File: src/rtl/pipe_stage_reg.sv
// pipe_stage_reg: valid/ready pipeline register (main + skid) with hazard stall and flush.
// Define PIPE_STAGE_PERF_EN to add saturating stall/flush event counters.
module pipe_stage_reg #(
    parameter int              DATA_W           = 32,
    parameter int              ADDR_W           = 32,
    parameter logic [DATA_W-1:0] FLUSH_INSTR    = '0,
    parameter bit              FLUSH_OVER_STALL = 1'b0
`ifdef PIPE_STAGE_PERF_EN
    ,
    parameter int              CNT_W            = 16
`endif
) (
    input  logic              clk_i,
    input  logic              rst_n_i,
    input  logic              valid_i,
    output logic              ready_o,
    input  logic [DATA_W-1:0] instr_i,
    input  logic [ADDR_W-1:0] addr_i,
    input  logic              stall_i,
    input  logic              flush_i,
    output logic              valid_o,
    input  logic              ready_i,
    output logic [DATA_W-1:0] instr_o,
    output logic [ADDR_W-1:0] addr_o
`ifdef PIPE_STAGE_PERF_EN
    ,
    output logic [CNT_W-1:0]  stall_cnt_o,
    output logic [CNT_W-1:0]  flush_cnt_o
`endif
);
    typedef enum logic [1:0] {EMPTY, ONE, FULL} state_t;

    state_t            state, state_nxt;
    logic [DATA_W-1:0] skid_instr;
    logic [ADDR_W-1:0] skid_addr;
    logic              flush_eff, in_fire, out_fire;
    logic              load_main_in, load_main_skid, load_skid;

    assign flush_eff = flush_i & (FLUSH_OVER_STALL | ~stall_i);
    // rst_n_i term keeps ready_o low for the whole reset assertion
    assign ready_o   = rst_n_i & (state != FULL) & ~stall_i;
    assign valid_o   = state != EMPTY;
    assign in_fire   = valid_i & ready_o;
    assign out_fire  = valid_o & ready_i & ~stall_i;

    always_ff @(posedge clk_i or negedge rst_n_i) begin
        if (!rst_n_i) state <= EMPTY;
        else          state <= state_nxt;
    end

    always_comb begin
        state_nxt      = state;
        load_main_in   = 1'b0;
        load_main_skid = 1'b0;
        load_skid      = 1'b0;
        if (flush_eff) begin
            state_nxt = EMPTY;
        end else begin
            case (state)
                EMPTY: begin
                    state_nxt    = in_fire ? ONE : EMPTY;
                    load_main_in = in_fire;
                end
                ONE: begin
                    state_nxt    = in_fire ? (out_fire ? ONE : FULL) : (out_fire ? EMPTY : ONE);
                    load_main_in = in_fire & out_fire;
                    load_skid    = in_fire & ~out_fire;
                end
                FULL: begin
                    state_nxt      = out_fire ? ONE : FULL;
                    load_main_skid = out_fire;
                end
                default: state_nxt = EMPTY;
            endcase
        end
    end

    always_ff @(posedge clk_i or negedge rst_n_i) begin
        if (!rst_n_i) begin
            instr_o    <= FLUSH_INSTR;
            addr_o     <= '0;
            skid_instr <= '0;
            skid_addr  <= '0;
        end else if (flush_eff) begin
            instr_o    <= FLUSH_INSTR;
            addr_o     <= '0;
            skid_instr <= '0;
            skid_addr  <= '0;
        end else begin
            if (load_main_in) begin
                instr_o <= instr_i;
                addr_o  <= addr_i;
            end else if (load_main_skid) begin
                instr_o <= skid_instr;
                addr_o  <= skid_addr;
            end
            if (load_skid) begin
                skid_instr <= instr_i;
                skid_addr  <= addr_i;
            end
        end
    end

`ifdef PIPE_STAGE_PERF_EN
    always_ff @(posedge clk_i or negedge rst_n_i) begin
        if (!rst_n_i) begin
            stall_cnt_o <= '0;
            flush_cnt_o <= '0;
        end else begin
            if (stall_i && stall_cnt_o != '1) stall_cnt_o <= stall_cnt_o + CNT_W'(1);
            if (flush_eff && flush_cnt_o != '1) flush_cnt_o <= flush_cnt_o + CNT_W'(1);
        end
    end
`endif
endmodule

File: config.mk
export PLATFORM = sky130hd
export DESIGN_NAME = pipe_stage_reg
export DESIGN_NICKNAME = d
export VERILOG_FILES = /design/src/rtl/pipe_stage_reg.sv
export SDC_FILE = /design/constraint.sdc
export NUM_CORES = 1
export LEC_CHECK = 0
export ABC_AREA = 1
export CAP_MARGIN = 20
export CORE_MARGIN = 2
export CORE_UTILIZATION = 45
export CTS_CLUSTER_SIZE = 30
export DETAILED_ROUTE_END_ITERATION = 10
export PLACE_DENSITY = 0.73
export SLEW_MARGIN = 20
export SYNTH_ARGS = -nofsm -noshare
export SYNTH_HDL_FRONTEND = slang
export SYNTH_SLANG_ARGS = --single-unit
File: constraint.sdc
create_clock -name clk_i -period 3.6 [get_ports clk_i]
set_input_delay 0.72 -clock clk_i [delete_from_list [all_inputs] [get_ports clk_i]]
set_output_delay 0.72 -clock clk_i [all_outputs]
set_load 0.05 [all_outputs]
[Word-level counts from Yosys, hierarchy flattened]
Index checks and enable logic that the tools add are counted.
Operators by class
  equal/unequal tests: 3
  mux-type cells: 22
  reduce and logical (&&, ||, !) cells: 4
  bitwise operators: 10
Operator list (number)
  32-bit two-way mux: 10
  1-bit bitwise AND: 8
  1-bit two-way mux: 7
  2-bit two-way mux: 3
  2-bit case mux with 3 select lines: 1
  2-bit nonzero test: 2
  3-bit nonzero test: 1
  2-bit by 1-bit equality test with 1-bit output (second input constant): 1
  2-bit equality test (second input constant): 1
  2-bit zero test: 1
  2-bit inequality test (second input constant): 1
  1-bit NOT: 2
  1-bit case mux with 2 select lines: 1
Storage, ports and cells
  bits of input ports: 70
  word-level logic and storage cells: 44
  flip-flop bits (word level): 130

[Logic depth before layout (Yosys ltp)]
  word-level depth: 9
  gate-level depth with buffers: 12
  mapped depth without buffers: 11

[Worst setup path after synthesis]
OpenSTA, ideal clock, no wires.
  path type: input-to-output
  from: in rst_n_i
  to: out ready_o
  arrival: 1.407 ns
  stages on the path: 2
  data required time: 2.880 ns
  path buffers: 0
  path slack: 1.473 ns
  path through: nand2_1 > nor2_1
On the way
  cells in the longest elaborated chain, start to end: 2
RTL lines
  start, declared: line 14  | input logic rst_n_i,
  1-bit bitwise AND (2 in series): line 41  | assign ready_o = rst_n_i & (state != FULL) & ~stall_i;
  end, declared: line 16  | output logic ready_o,
Every way passes these cells.

[Worst setup path in the final report]
  from: in stall_i
  to: out ready_o
On the way
  cells in the longest elaborated chain, start to end: 2
RTL lines
  start, declared: line 19  | input logic stall_i,
  1-bit NOT: line 41
  1-bit bitwise AND: line 41
Every way passes these cells.

==> results.json <==
{
  "swShare": 0.3322,
  "insertion_delay_to_the_later_sink_of_the_worst_skew_pair_ps": 410,
  "globalRouteOverflowTotal": 0,
  "insertedDiodeCount": 0,
  "cts.sink_count": 130,
  "ctsHtreeMaxLevel": 4,
  "internal_power_uw": 3044,
  "core_area_um2": 13140,
  "p_switching_uw": 1514,
  "leakagePower_uw": 0.004067,
  "pwr_density_cell_nw_per_um2": 568.0,
  "boundaryPins": 136,
  "relSlewSlack": 0.5040,
  "worst_setup_path_start_kind": "input port",
  "clock_tree_from_tritoncts": "done",
  "slew_viol_final": 0,
  "areaGrowthSynthToFinish_pct": 33.31,
  "synth_top_cells_by_count": "301 x sky130_fd_sc_hd__nand2_1, 134 x sky130_fd_sc_hd__nand3_1, 130 x sky130_fd_sc_hd__dfrtp_1",
  "grt_max_degree": 131,
  "ctsHoldBuffers": 0,
  "synth_area_leader_cell": "sky130_fd_sc_hd__dfrtp_1",
  "irDropWorstVdd_uv": 267.3,
  "worst-setup-path-type": "input port to primary output",
  "hold_class": "input port to async pin",
  "average_size_of_a_mapped_cell_um2": 7.888,
  "die_h_um": 119.6,
  "combinational_power_share": 0.282,
  "report.final.hold_viol_count": 0,
  "cts.reportedPaths.clkPinSlew_ps": 50,
  "dp_slack_ps": 610.9,
  "final_net_count": 951,
  "synthArstFlopShare": 1.000,
  "final_setup_slack_of_the_worst_path_ps": 781.3,
  "layout.cells.non_filler": 1063,
  "cts_buffer_depth": 2,
  "cts.root.buffer_cell": "sky130_fd_sc_hd__clkbuf_16",
  "synth.yosys.seq_area_share": 0.5405,
  "drtAntennaViolNets": 0,
  "placed_cells": 1036,
  "floorplan.rows": 42,
  "track_usage": 0.2193,
  "dr.pass1.iters": 7,
  "initial_core_util": 0.4581,
  "die_x_um": 119.6,
  "post-route-period-util": 0.7830,
  "detailedPlacementHpwl_mm": 9.300,
  "synth_top_area_share": 0.5405,
  "postSynthRegisterBits": 130,
  "synth_edf_count": 0,
  "area_of_the_die_um2": 14310,
  "cp.required_ps": 2880,
  "arrival_ps": 2100,
  "final-setup-viol-count": 0,
  "tritoncts_buffer_count": 17,
  "clockPowerShare": 0.330,
  "post_synth_num_cell_types": 22,
  "number_of_antenna_violations_at_the_first_check_in_global_routing": 0,
  "syn-cell-area_um2": 6018,
  "routed_via_density": 5.053,
  "synth.most_common_cell": "sky130_fd_sc_hd__nand2_1",
  "run_status": "complete, no violations",
  "drcViolationCount": 0,
  "clock_skew_ps": 6.603,
  "detail_route.wl_per_cell_um": 14.21,
  "synth_ff_type": "sky130_fd_sc_hd__dfrtp_1",
  "gp_congestion": 0.7812,
  "fill_cell_instance_count_of_the_final_layout": 1182,
  "unrepaired_setup_endpoints_after_global_routing": "false",
  "detail_route.iter0.violations": 452,
  "syn-instance-count": 763,
  "power.share.sequential": 0.389,
  "setup_tns_ps": 0,
  "drive_above_1_share": 0.05186,
  "post_cts_buffers": 0,
  "worst-slew-pin-transition_ps": 744.0,
  "detail_route.wirelength_mm": 15.10,
  "final_critical_period_ps": 2819,
  "drv_cap": 0,
  "synth.area.top_cells": "sky130_fd_sc_hd__dfrtp_1 54%, sky130_fd_sc_hd__nand2_1 19%, sky130_fd_sc_hd__nand3_1 11%",
  "post_cts_resized": 0,
  "buffer_ports.inserted": 135,
  "total_vias_in_the_final_route": 5371,
  "finish.utilization": 0.6107,
  "grt_first_pass_wirelength_mm": 24.92,
  "max_freq_ghz": 0.3548,
  "worstPathMaxFanout": 4,
  "end_kind": "primary output",
  "syn_nets": 835,
  "first_global_vias": 5127,
  "ys_warn_count": 0
}
==> flip-flops by register name (all words and copies together) (netlist names) <==
signal	count
skid_instr	32
state	2
instr_o	32
addr_o	32
skid_addr	32
==> cell type report <==
class / count / area (um2) / share of cell area
flip-flops and latches: 130 / 3253 / 0.4055
multi-input cells: 511 / 2248 / 0.2803
repair buffers: 149 / 1535 / 0.1914
clock buffers: 27 / 503.0 / 0.06269
inverters: 70 / 262.8 / 0.03275
well taps: 176 / 220.2 / 0.02745
==> through the flow <==
step	total power (uW)	cell area [um2]	hold slack, ps
final	4557	8023	365.0
after CTS	4597	8023	463.0
after global placement	3052	7465	464.0
after detailed placement	3082	7520	465.0
after global routing	4763	8023	471.6
after floorplan	2597	6018	424.4
==> metal layers <==
metal / share of wire / global-route usage
met5: 0 / 0
met4: 0.023 / 0.09191
met3: 0.047 / 0.05181
met2: 0.47 / 0.3407
met1: 0.47 / 0.2961
==> logic make-up (layout without fill, tap and decap cells) <==
logic type | after synthesis | after routing | share of synthesized area
AOI/OAI and AO/OA | 63 | 63 | 0.05925
adders and majority gates | 2 | 2 | 0.004157
buffers and inverters | 122 | 246 | 0.08669
DFF | 130 | 130 | 0.5405
and+or+nand+nor | 446 | 446 | 0.3094
==> cell usage in the layout (no fill, tap or decap) <==
cell type / n
sky130_fd_sc_hd__buf_6: 1
sky130_fd_sc_hd__o31ai_1: 1
sky130_fd_sc_hd__nand2_2: 2
sky130_fd_sc_hd__nor2_1: 7
sky130_fd_sc_hd__o21ai_0: 4
sky130_fd_sc_hd__buf_12: 3
sky130_fd_sc_hd__o22ai_1: 30
sky130_fd_sc_hd__buf_4: 9
sky130_fd_sc_hd__and3_1: 1
sky130_fd_sc_hd__a31oi_1: 1
sky130_fd_sc_hd__ha_1: 2
sky130_fd_sc_hd__o21ai_1: 26
sky130_fd_sc_hd__a21oi_1: 1
sky130_fd_sc_hd__clkbuf_1: 6
sky130_fd_sc_hd__inv_1: 65
sky130_fd_sc_hd__clkbuf_8: 4
sky130_fd_sc_hd__nand4_2: 1
sky130_fd_sc_hd__buf_16: 2
sky130_fd_sc_hd__clkdlybuf4s50_1: 134
sky130_fd_sc_hd__clkbuf_16: 17
sky130_fd_sc_hd__nand3_1: 134
sky130_fd_sc_hd__nand2_1: 299
sky130_fd_sc_hd__inv_2: 5
sky130_fd_sc_hd__or2_2: 1
sky130_fd_sc_hd__dfrtp_1: 130
sky130_fd_sc_hd__nand3_2: 1
==> power by group through the flow <==
stage / Combinational [uW] / Clock, uW / Sequential [uW]
finish: 1280 / 1500 / 1770
global route: 1380 / 1590 / 1800
CTS: 1290 / 1530 / 1770
detailed placement: 1290 / 0 / 1790
global placement: 1260 / 0 / 1790
floorplan: 392 / 0 / 2200
==> final timing paths <==
kind	startpoint	depth (start not counted)	endpoint	slack, ps
max	stall_i	3	ready_o	780
min	rst_n_i	2	addr_o[5]$_DFFE_PN0P_	360
max reg2reg	state[0]$_DFF_PN0_	11	addr_o[0]$_DFFE_PN0P_	1330
min reg2reg	instr_o[30]$_DFFE_PN0P_	2	instr_o[30]$_DFFE_PN0P_	470
max in group asynchronous	rst_n_i	2	skid_instr[2]$_DFFE_PN0P_	2620
min in group clk_i	instr_o[30]$_DFFE_PN0P_	2	instr_o[30]$_DFFE_PN0P_	470
==> worst max-delay path, cell delays in order <==
cell                              delay, ps
sky130_fd_sc_hd__clkdlybuf4s50_1        460
sky130_fd_sc_hd__nor2_1                 110
sky130_fd_sc_hd__clkdlybuf4s50_1        810
(Power assumes the default switching activity.)
